File: config.mk
export PLATFORM = sky130hd
export DESIGN_NAME = uart_tx_arbiter
export DESIGN_NICKNAME = d
export VERILOG_FILES = /design/src/rtl/uart_tx_arbiter.sv
export SDC_FILE = /design/constraint.sdc
export NUM_CORES = 1
export LEC_CHECK = 0
export ABC_AREA = 1
export BUFFER_PORTS_ARGS = -buffer_cell sky130_fd_sc_hd__buf_4
export CAP_MARGIN = 30
export CORE_MARGIN = 3
export CORE_UTILIZATION = 37
export DETAILED_ROUTE_END_ITERATION = 6
export GPL_TIMING_DRIVEN = 0
export SLEW_MARGIN = 20
export SYNTH_ARGS = -nofsm -noshare
export SYNTH_HDL_FRONTEND = slang
export SYNTH_SLANG_ARGS = --single-unit
File: constraint.sdc
create_clock -name clk -period 4.6 [get_ports clk]
set_input_delay 0.23 -clock clk [delete_from_list [all_inputs] [get_ports clk]]
set_output_delay 0.23 -clock clk [all_outputs]
set_load 0.1 [all_outputs]
File: src/rtl/uart_tx_arbiter.sv
`default_nettype none
// ============================================================================
// Module      : uart_tx_arbiter
// Description : Packet-level round-robin arbiter sharing one UART TX FIFO push
//               port between NUM_REQ byte-stream requesters, with a stall
//               watchdog that releases an owner idling mid-packet.
// Revision    : 1.0 - initial release
// ============================================================================
module uart_tx_arbiter #(
    parameter int NUM_REQ = 3,
    parameter int DATA_W  = 8,
    parameter int TIMEOUT = 1_000_000
) (
    input  logic                      clk,
    input  logic                      rst,
    input  logic [NUM_REQ-1:0]        req_valid,
    input  logic [NUM_REQ*DATA_W-1:0] req_data,
    input  logic [NUM_REQ-1:0]        req_last,
    output logic [NUM_REQ-1:0]        req_ready,
    input  logic                      fifo_full,
    output logic                      fifo_push,
    output logic [DATA_W-1:0]         fifo_push_data,
    output logic [NUM_REQ-1:0]        grant,
    output logic                      busy,
    output logic                      timeout_evt
);

    localparam int c_PTR_W  = (NUM_REQ > 1) ? $clog2(NUM_REQ) : 1;
    localparam int c_WDOG_W = (TIMEOUT > 1) ? $clog2(TIMEOUT) : 1;

    localparam logic [c_WDOG_W-1:0] c_WDOG_MAX = c_WDOG_W'(TIMEOUT - 1);
    localparam logic [c_PTR_W-1:0]  c_PTR_RST  = c_PTR_W'(NUM_REQ - 1);
    localparam logic [NUM_REQ-1:0]  c_ONE      = NUM_REQ'(1);

    localparam logic [0:0] c_ST_IDLE   = 1'b0;
    localparam logic [0:0] c_ST_LOCKED = 1'b1;

    logic [0:0]          r_state;
    logic [NUM_REQ-1:0]  r_grant;
    logic [c_PTR_W-1:0]  r_owner;
    logic [c_PTR_W-1:0]  r_last_ptr;
    logic [c_WDOG_W-1:0] r_wdog;
    logic                r_timeout_evt;

    logic [DATA_W-1:0]   w_data [NUM_REQ];
    logic                w_locked;
    logic                w_own_valid;
    logic                w_push;
    logic                w_pick_found;
    logic [c_PTR_W-1:0]  w_pick_idx;
    int                  w_cand;

    generate
        for (genvar gi = 0; gi < NUM_REQ; gi++) begin : g_unpack
            assign w_data[gi] = req_data[gi*DATA_W +: DATA_W];
        end
    endgenerate

    assign w_locked    = (r_state == c_ST_LOCKED);
    assign w_own_valid = w_locked & req_valid[r_owner];
    assign w_push      = w_own_valid & ~fifo_full;

    assign req_ready      = (w_locked && !fifo_full) ? r_grant : '0;
    assign fifo_push      = w_push;
    assign fifo_push_data = w_push ? w_data[r_owner] : '0;
    assign grant          = r_grant;
    assign busy           = w_locked;
    assign timeout_evt    = r_timeout_evt;

    // Scan from the furthest candidate back to the nearest so the nearest valid
    // requester after r_last_ptr is the one left in w_pick_idx.
    always_comb begin
        w_pick_found = 1'b0;
        w_pick_idx   = '0;
        w_cand       = 0;
        for (int k = NUM_REQ; k >= 1; k--) begin
            w_cand = int'(r_last_ptr) + k;
            if (w_cand >= NUM_REQ) begin
                w_cand = w_cand - NUM_REQ;
            end
            if (req_valid[c_PTR_W'(w_cand)]) begin
                w_pick_found = 1'b1;
                w_pick_idx   = c_PTR_W'(w_cand);
            end
        end
    end

    always_ff @(posedge clk or posedge rst) begin
        if (rst) begin
            r_state       <= c_ST_IDLE;
            r_grant       <= '0;
            r_owner       <= '0;
            r_last_ptr    <= c_PTR_RST;
            r_wdog        <= '0;
            r_timeout_evt <= 1'b0;
        end else begin
            r_timeout_evt <= 1'b0;
            case (r_state)
                c_ST_IDLE: begin
                    if (w_pick_found) begin
                        r_grant <= c_ONE << w_pick_idx;
                        r_owner <= w_pick_idx;
                        r_wdog  <= '0;
                        r_state <= c_ST_LOCKED;
                    end
                end
                c_ST_LOCKED: begin
                    if (w_push) begin
                        r_wdog <= '0;
                        if (req_last[r_owner]) begin
                            r_last_ptr <= r_owner;
                            r_grant    <= '0;
                            r_state    <= c_ST_IDLE;
                        end
                    end else if (!w_own_valid) begin
                        // Only a silent owner ages the watchdog; FIFO backpressure holds it.
                        if (r_wdog == c_WDOG_MAX) begin
                            r_timeout_evt <= 1'b1;
                            r_last_ptr    <= r_owner;
                            r_grant       <= '0;
                            r_state       <= c_ST_IDLE;
                        end else begin
                            r_wdog <= r_wdog + 1'b1;
                        end
                    end
                end
                default: begin
                    r_state <= c_ST_IDLE;
                    r_grant <= '0;
                end
            endcase
        end
    end

endmodule
`default_nettype wire

==> flow_metrics.env, run 1 <==
export IMPL_grt_pass1_vias=2393
export IMPL_start_kind="register"
export IMPL_worstPathArrival_ns=2.11
export IMPL_drive_gt1_frac=0.188
export IMPL_cp_slowest_stage_delay_ns=0.40
export IMPL_routed_wl_um=6790
export IMPL_row_count=28
export IMPL_power_density_nw_per_um2=530
export IMPL_cp_cell_sequence="nor2_2 > nand2_2 > nand2_2 > nand2_4 > buf_2 > nor2_1 > buf_4"
export IMPL_drcViolationCount=0
export IMPL_r2r_slack_ns=2.44
export IMPL_drt_iter0_markers=168
export IMPL_maxSlewViolCount=0
export IMPL_io_pins=50
export IMPL_setup_violations=0
export IMPL_p_leak_nw=1.50
export IMPL_cts_setup_buffers=0
export IMPL_yosys_area_share_simple=0.509
export IMPL_cts_hold_buf=0
export IMPL_viasPerCell=4.95
export IMPL_dr_pass1_iters=4
export IMPL_cp_startpoint="r_owner[0]"
export IMPL_yosysSeqAreaShare=0.304
export IMPL_ys_seq_elements=29
export IMPL_antenna_found_initial=0
export IMPL_insertion_delay_ns=0.28
export IMPL_slew_headroom=0.583
export IMPL_grt_pass1_wl_um=11500
export IMPL_antenna_cells=0
export IMPL_antenna_left=0
export IMPL_synth_area_leader_cell="dfrtp_1"
export IMPL_worstMarginPinSlew_ns=0.624
export IMPL_syn_num_nets=433
export IMPL_synth_edf_count=0
export IMPL_finalClockSkew_ns=0.00631
export IMPL_peakVddDrop_mv=0.433
export IMPL_cts_buffers=5
export IMPL_finalSetupTns_ns=0
export IMPL_rsz0062_at_grt="false"
export IMPL_fin_cells=528
export IMPL_syn_inst=396
export IMPL_clock_path_buffers=2
export IMPL_timing_worst_setup_path_type="register to output port"
export IMPL_fmax_mhz=427
export IMPL_synth_top_family_by_area="simple AND/OR/NAND/NOR gates"
export IMPL_cts_repair_resized=0
export IMPL_area_growth_synth_to_final_pct=23.1
export IMPL_min_path_type="primary input to asynchronous set/reset pin"
export IMPL_async_reset_ff_frac=1.00
export IMPL_fin_crit_sh=0.509
export IMPL_hold_viol_final=0
export IMPL_ys_flop_type="dfrtp_1"
export IMPL_maxCapViolations=0
export IMPL_fin_nets=489
export IMPL_synth_compound_gate_area_share=0.0717
export IMPL_crit_end="fifo_push_data[2]"
export IMPL_wl_per_cell_um=12.9
export IMPL_ctsHtreeMaxLevel=2
export IMPL_status="finished, final reports clean"
export IMPL_yosys_warnings=0
export IMPL_core_um2=6100
export IMPL_grt_max_degree=30
export IMPL_tritoncts="built"
export IMPL_muxShareOfSynthArea=0
export IMPL_post_synth_num_cell_types=26
export IMPL_slowest_stage="dfrtp_1"
export IMPL_synth_area_leaders="dfrtp_1, nand2_1, nor2_1, nand3_1, inv_1"
export IMPL_synth_xor_xnor_area_share=0.00732
export IMPL_synth_area_um2=2390
export IMPL_cp_max_fo=10
export IMPL_initial_core_util=0.392
export IMPL_cts_sinks=29
export IMPL_grt_usage=0.191
export IMPL_path_clk_slew_ns=0.06
export IMPL_die_w_um=86.4
export IMPL_place_congestion=0.903
export IMPL_nFillCells=658
export IMPL_overflow=0
export IMPL_reg2reg_depth=12
export IMPL_endpoint_kind="output port"
export IMPL_rr_endpoint="r_wdog[15]"
export IMPL_vias=2614
export IMPL_synthAdderAreaFrac=0.0209
export IMPL_dieArea_um2=7470
export IMPL_dp_hpwl_um=5210
export IMPL_fin_crit_ns=2.34
export IMPL_reg2reg_from="r_last_ptr[1]"
export IMPL_root_buffer="clkbuf_8"
export IMPL_cp_common_cell="nand2_2"
export IMPL_worstPathRequired_ns=4.37
export IMPL_die_h_um=86.4
export IMPL_yosysTopAreaCellShare=0.293
export IMPL_place_inst=520
export IMPL_syn_area_per_cell_um2=6.04
export IMPL_port_buffers=49
[final cells by class]
cell class | count | area (um^2) | share of cell area
multi-input cells | 317 | 1460 | 0.495
inverters | 39 | 146 | 0.0497
well taps | 75 | 93.8 | 0.0319
flip-flops and latches | 29 | 727 | 0.247
repair buffers | 49 | 368 | 0.125
clock buffers | 8 | 90.1 | 0.0306
plain buffers | 11 | 62.6 | 0.0212
[how the worst min path moves through the flow]
stage / startpoint / to / slack [ns] / cells past startpoint
2_1_floorplan: rst / busy / 0.31 / 1
3_3_place_gp: grant[1] / grant[1] / 0.49 / 2
3_5_place_dp: rst / grant[0] / 0.36 / 2
4_1_cts: rst / grant[0] / 0.06 / 2
5_1_grt: rst / grant[0] / 0.08 / 2
6_report: rst / grant[0] / 0.02 / 2
[layer usage]
metal / vias to the layer above / wire length (um) / track usage
met5: - / 0 / 0
li1: 1365 / - / -
met4: 0 / 57 / 0.0425
met2: 59 / 3020 / 0.305
met3: 5 / 311 / 0.0266
met1: 1185 / 3400 / 0.276
[report_power, final]
part / internal [mW] / switching, mW
logic: 0.272 / 0.729
registers: 0.298 / 0.0428
clock network: 0.122 / 0.0974
[synthesized netlist by cell type (2+ instances only)]
cell type,n
a21oi_1,2
a2bb2oi_1,8
and2_1,3
buf_2,2
buf_4,5
clkbuf_1,4
dfrtp_1,28
ha_1,4
inv_1,33
inv_2,6
nand2_1,142
nand2_2,2
nand2_4,2
nand3_1,42
nand3_2,2
nand4_1,8
nor2_1,67
nor2_2,4
nor3_1,5
o21ai_0,17
or2_2,4
xnor2_1,2
[cells by family (layout without fill, tap and decap cells)]
| kind of cell | after synthesis | in the layout |
|---|---|---|
| and+or+nand+nor | 283 | 283 |
| buffers and inverters | 50 | 107 |
| DFF | 29 | 29 |
| AOI/OAI and AO/OA | 28 | 28 |
| adders and majority gates | 4 | 4 |
| xor gates and xnor gates | 2 | 2 |
[stage by stage]
step | area (um^2) | hold WS (ns) | util | setup slack, ns | total power, mW
6_report | 2940 | 0.0234 | 0.483 | 2.26 | 1.56
5_1_grt | 2940 | 0.0826 | 0.483 | 2.13 | 1.67
4_1_cts | 2940 | 0.0563 | 0.483 | 2.23 | 1.57
3_5_place_dp | 2850 | 0.362 | 0.468 | 2.45 | 1.35
3_3_place_gp | 2850 | 0.485 | 0.468 | 2.49 | 1.34
2_1_floorplan | 2390 | 0.307 | - | 1.44 | 1.11
[layout by cell type (no fill, tap or decap), drive strengths merged, types with 3 or more instances in the layout]
| master | instances |
|---|---|
| nand2 | 146 |
| or2 | 4 |
| nand4 | 8 |
| nor2 | 71 |
| nand3 | 44 |
| ha | 4 |
| inv | 39 |
| a2bb2oi | 8 |
| nor3 | 6 |
| clkbuf | 12 |
| and2 | 3 |
| o21ai | 17 |
| dfrtp | 28 |
| buf | 56 |
[state kept, by name, indices dropped and copies added (netlist names)]
register	cells
grant	3
r_owner	2
r_last_ptr	2
r_wdog	20
timeout_evt	1
busy	1
[worst max-delay path: cells and delay by family (launching register included)]
| kind | cells | cell delay [ns] |
|---|---|---|
| AND/OR/NAND/NOR | 5 | 0.92 |
| flip-flops | 1 | 0.40 |
| buffers and inverters | 2 | 0.51 |
Note: power is estimated with default switching activity, not from simulation.
==> run 2, diff against run 1 <==
Settings changed: ABC_AREA 1 to 0.
Clock period 4.6 ns to 1.9 ns, I/O delays scaled along.
==> run 2 against run 1 <==
The flow now finishes with violations (setup timing). Via count decreased by 12%. First-iteration DRC count increased by 20%. Final area increased by 17%. Area after synthesis decreased by 9.0%. Critical path depth increased by 1. Clock-buffer cell count unchanged. Critical endpoint is now grant[0].
==> flow_metrics.env, run 2 <==
export IMPL_fmax_mhz=430
export IMPL_synth_area_leader_cell="dfrtp_1"
export IMPL_syn_area_per_cell_um2=8.92
export IMPL_cts_buffers=5
export IMPL_yosysMostFrequentCell="dfrtp_1"
export IMPL_violations="setup timing"
export IMPL_ctsHtreeMaxLevel=2
export IMPL_min_path_type="primary input to register"
export IMPL_place_ws_ns=-0.553
export IMPL_timing_worst_setup_path_type="register to register"
export IMPL_worstMarginPinSlew_ns=0.740
export IMPL_yosys_warnings=0
export IMPL_worst_slack_ns=-0.425
export IMPL_yosysSeqAreaShare=0.334
export IMPL_antenna_cells=0
export IMPL_grt_pass1_wl_um=10900
export IMPL_insertion_delay_ns=0.29
export IMPL_grt_max_degree=30
export IMPL_nFillCells=492
export IMPL_worstPathRequired_ns=2.07
export IMPL_synth_area_leaders="dfrtp_1, mux2i_1, a21oi_1, o31ai_1, nor2_1"
export IMPL_tritoncts="built"
export IMPL_dr_pass1_iters=4
export IMPL_status="finished with violations"
export IMPL_grt_pass1_vias=2162
export IMPL_endpoint_kind="register"
export IMPL_area_growth_synth_to_final_pct=57.7
export IMPL_grt_usage=0.211
export IMPL_maxSlewViolCount=0
export IMPL_cp_cell_sequence="buf_6 > ha_4 > mux2_4 > a211o_4 > nor3_4 > buf_6 > nand3b_4 > mux2_4"
export IMPL_initial_core_util=0.388
export IMPL_cp_max_fo=7
export IMPL_cp_slowest_stage_delay_ns=0.56
export IMPL_peakVddDrop_mv=0.896
export IMPL_regMostFlops="r_wdog"
export IMPL_fin_crit_ns=2.33
export IMPL_route_met3_wl_um=485
export IMPL_most_common_layout_cells="buf_4, dfrtp_1, a21oi_1"
export IMPL_fin_nets=368
export IMPL_antenna_left=0
export IMPL_viasPerCell=5.68
export IMPL_die_h_um=82.7
export IMPL_regArea_um2=733
export IMPL_path_buf_inv=2
export IMPL_met1Wirelength_um=2960
export IMPL_routed_top_layer="met4"
export IMPL_routed_wl_um=6750
export IMPL_route_met2_wl_um=3240
export IMPL_vias=2295
export IMPL_wl_per_cell_um=16.7
export IMPL_p_leak_nw=1.48
export IMPL_rsz0062_at_grt="true"
export IMPL_place_congestion=0.858
export IMPL_dieArea_um2=6840
export IMPL_row_count=27
export IMPL_drt_iter0_markers=201
export IMPL_multi_input_area_um2=1630
export IMPL_synth_edf_count=0
export IMPL_syn_num_nets=281
export IMPL_root_buffer="clkbuf_8"
export IMPL_power_density_nw_per_um2=1520
export IMPL_dp_hpwl_um=4470
export IMPL_setup_violations=26
export IMPL_finalCoreUtilization=0.612
export IMPL_hold_viol_final=0
export IMPL_antenna_found_initial=0
export IMPL_syn_inst=244
export IMPL_clock_path_buffers=2
export IMPL_fin_crit_sh=1.22
export IMPL_synth_area_um2=2180
export IMPL_ys_seq_elements=29
export IMPL_largest_reg_flops=20
export IMPL_worstPathArrival_ns=2.49
export IMPL_start_kind="register"
export IMPL_async_reset_ff_frac=1.00
export IMPL_overflow=0
export IMPL_cp_top_family="multiplexers"
export IMPL_io_pins=50
export IMPL_cts_sinks=29
export IMPL_drcViolationCount=0
export IMPL_core_um2=5610
export IMPL_finalClockSkew_ns=0.0119
export IMPL_yosysTopAreaCellShare=0.322
export IMPL_finalSetupTns_ns=-8.02
export IMPL_final_common_cell="buf_4"
export IMPL_drive_gt1_frac=0.479
export IMPL_slowest_stage="dfstp_2"
export IMPL_path_clk_slew_ns=0.06
export IMPL_post_synth_num_cell_types=61
export IMPL_slew_headroom=0.505
export IMPL_die_w_um=82.7
export IMPL_port_buffers=49
export IMPL_ys_flop_type="dfrtp_1"
export IMPL_ys_top_cells_by_count="dfrtp_1, a21oi_1, nor2_1"
export IMPL_maxCapViolations=0
-- run 2: cell types whose count changed in the layout (fill, tap and decap cells not counted), moves of 12 or more --
cell	change
nand2_1	-131
nor2_1	-57
nand3_1	-33
inv_1	-28
a21oi_1	+15
mux2i_1	+14
o21ai_0	-13
o31ai_1	+12
-- run 2: what timing repair did --
item	4_1_cts	5_1_grt
setup endpoints to repair	37	36
hold endpoints to repair	28	0
pin swaps	17	6
gates resized for setup	50	24
buffers inserted	16	15
hold buffers	1	0
-- run 2: logic make-up (layout without fill, tap and decap cells) --
group,Yosys count,in the layout,synth area share
muxes,21,21,0.101
AOI/OAI and AO/OA,70,70,0.230
adders and majority gates,4,4,0.0230
buffers and inverters,23,111,0.0546
DFF,29,29,0.334
and+or+nand+nor,97,97,0.258
-- run 2: area by class of cell --
cell class / instances / share of cell area
buffer: 14 / 0.0383
clock buffer: 8 / 0.0233
inverter: 8 / 0.00984
multi-input combinational: 192 / 0.475
sequential: 29 / 0.214
tap: 72 / 0.0262
timing repair buffer: 81 / 0.213
-- run 2: worst paths after layout --
path	start	endpoint	slack [ns]	cells past startpoint
setup reg to reg	r_last_ptr[1]	grant[0]	-0.43	8
hold reg to reg	grant[1]	grant[1]	0.51	1
max in group asynchronous	rst	busy	0.99	3
min in group asynchronous	rst	r_wdog[7]	0.45	3
hold / removal	req_valid[1]	r_owner[0]	0.18	3
setup / recovery	r_last_ptr[1]	grant[0]	-0.43	8
-- run 2: stage by stage --
| step | area, um^2 | cells | power [mW] | hold slack, ns |
|---|---|---|---|---|
| 2_1_floorplan | 2340 | 244 | 3.23 | 0.172 |
| 6_report | 3430 | 404 | 5.22 | 0.184 |
| 3_5_place_dp | 2800 | 365 | 3.81 | 0.226 |
| 4_1_cts | 3220 | 389 | 4.94 | 0.175 |
| 5_1_grt | 3430 | 404 | 5.53 | 0.210 |
| 3_3_place_gp | 2800 | 365 | 3.80 | 0.462 |
-- run 2: tightest hold or removal path: cells and delay by family --
kind | cells | cell delay, ns
simple gates | 1 | 0.11
buf+inv | 1 | 0.14
compound gates | 1 | 0.09
-- run 2: per-layer routing --
metal,vias to the layer above,global-route usage
li1,1100,-
met1,1101,0.293
met2,89,0.327
met3,5,0.0564
met4,0,0.0490
met5,-,0
-- run 2: report_power, final --
group,switching [mW],internal [mW]
sequential,0.134,0.745
combinational,2.26,1.59
clock,0.235,0.260
==> run 3, diff against run 2 <==
==> constraint.sdc (replaced) <==
create_clock -name clk -period 1.9 [get_ports clk]
set_input_delay 0.285 -clock clk [delete_from_list [all_inputs] [get_ports clk]]
set_output_delay 0.285 -clock clk [all_outputs]
set_load 0.1 [all_outputs]
==> run 3 against run 2 <==
The run still ends with setup timing left. Largest power group unchanged. Register-to-register slack worse by 0.04 ns. Clock skew decreased by 0.0043 ns. Combinational power increased by 4%. Power increased by 3.4%. Critical endpoint unchanged. Clock-buffer cell count shrank 3.
==> flow_metrics.env, run 3 (synthesized netlist as in run 2, its figures left out) <==
export IMPL_drive_gt1_frac=0.511
export IMPL_cts_sinks=29
export IMPL_area_growth_synth_to_final_pct=58.7
export IMPL_die_h_um=82.7
export IMPL_dieArea_um2=6840
export IMPL_cp_cell_sequence="buf_6 > ha_4 > mux2_4 > a211o_1 > nor3_4 > buf_6 > nand3b_4 > mux2_4"
export IMPL_met2_usage=0.359
export IMPL_tritoncts="built"
export IMPL_drt_iter0_markers=199
export IMPL_ctsHtreeMaxLevel=2
export IMPL_timing_hold_ws_ns=0.0928
export IMPL_io_pins=50
export IMPL_maxSlewViolCount=0
export IMPL_row_count=27
export IMPL_place_congestion=0.905
export IMPL_fin_crit_sh=1.25
export IMPL_worstMarginPinSlew_ns=0.709
export IMPL_timing_worst_setup_path_type="register to register"
export IMPL_rsz0062_at_grt="true"
export IMPL_place_area_um2=2810
export IMPL_overflow=0
export IMPL_grt_max_degree=30
export IMPL_root_buffer="clkbuf_8"
export IMPL_cp_slowest_stage_delay_ns=0.56
export IMPL_power_density_nw_per_um2=1560
export IMPL_start_kind="register"
export IMPL_slew_headroom=0.525
export IMPL_grt_usage=0.216
export IMPL_hold_viol_final=0
export IMPL_die_w_um=82.7
export IMPL_design_area_um2=3450
export IMPL_grt_pass1_vias=2173
export IMPL_drcViolationCount=0
export IMPL_grt_pass1_wl_um=11200
export IMPL_initial_core_util=0.388
export IMPL_viasPerCell=5.66
export IMPL_place_ws_ns=-0.621
export IMPL_peakVddDrop_mv=1.09
export IMPL_antenna_cells=0
export IMPL_dr_pass1_iters=4
export IMPL_path_clk_slew_ns=0.07
export IMPL_violations="setup timing"
export IMPL_core_um2=5610
export IMPL_dp_hpwl_um=4450
export IMPL_cp_max_fo=5
export IMPL_total_power_mw=5.40
export IMPL_setup_violations=35
export IMPL_antenna_left=0
export IMPL_largest_reg_flops=20
export IMPL_finalClockSkew_ns=0.00758
export IMPL_cts_buffers=5
export IMPL_clock_path_buffers=2
export IMPL_min_path_type="primary input to asynchronous set/reset pin"
export IMPL_grtUsageMet3=0.0304
export IMPL_routed_wl_um=6910
export IMPL_top_usage_layer="met2"
export IMPL_insertion_delay_ns=0.28
export IMPL_use_met1=0.297
export IMPL_port_buffers=49
export IMPL_fin_crit_ns=2.37
export IMPL_antenna_found_initial=0
export IMPL_regMostFlops="r_wdog"
export IMPL_vias=2281
export IMPL_cp_top_family="multiplexers"
export IMPL_path_buf_inv=2
export IMPL_worstPathRequired_ns=2.07
export IMPL_endpoint_kind="register"
export IMPL_fin_nets=367
export IMPL_final_common_cell="buf_4"
export IMPL_status="finished with violations"
export IMPL_worstPathArrival_ns=2.54
export IMPL_wl_per_cell_um=17.2
export IMPL_maxCapViolations=0
export IMPL_most_common_layout_cells="buf_4, dfrtp_1, mux2i_1"
export IMPL_fmax_mhz=422
export IMPL_slowest_stage="dfstp_2"
export IMPL_worst_slack_ns=-0.467
export IMPL_p_leak_nw=1.49
## run 3: through the flow
step	util	TNS, ns	instances
after floorplan	-	-6.72	244
after global placement	0.501	-12.02	365
after detailed placement	0.501	-12.21	365
after global routing	0.616	-13.43	403
final	0.616	-10.41	403
after CTS	0.601	-9.91	400
## run 3: worst paths after layout
path | from | endpoint | slack [ns] | cells after the start
worst max-delay path | r_last_ptr[1] | grant[0] | -0.47 | 8
worst min-delay path | rst | r_wdog[6] | 0.09 | 2
worst max register to register | r_last_ptr[1] | grant[0] | -0.47 | 8
worst min register to register | grant[1] | grant[1] | 0.51 | 1
max in group asynchronous | rst | busy | 1.32 | 2
min in group clk | req_valid[1] | grant[1] | 0.31 | 3
## run 3: where the power goes
part / internal [mW] / leakage (nW) / switching (mW) / total [mW]
combinational: 1.74 / 1.06 / 2.27 / 4.01
sequential: 0.744 / 0.386 / 0.136 / 0.880
clock: 0.253 / 0.0439 / 0.262 / 0.514
total: 2.73 / 1.49 / 2.67 / 5.40
## run 3: timing repair
item	CTS	global route
hold buffers	0	0
endpoints found under the hold margin	0	0
setup endpoints to repair	37	37
resized for setup	67	15
pin swaps	11	11
buffers inserted	24	4
gates cloned	3	0
## run 3: area by class of cell
cell class	instances	area [um^2]
repair buffers	80	767
well taps	72	90.1
fillers	501	2160
inverters	8	33.8
clock buffers	5	68.8
flip-flops and latches	29	733
clock inverters	3	17.5
plain buffers	14	136
multi-input cells	192	1610
## run 3: routing by layer
| metal | part of all wire | up-vias |
|---|---|---|
| met2 | 0.50 | 52 |
| met5 | 0 | - |
| met3 | 0.039 | 7 |
| met1 | 0.45 | 1121 |
| li1 | - | 1101 |
| met4 | 0.010 | 0 |
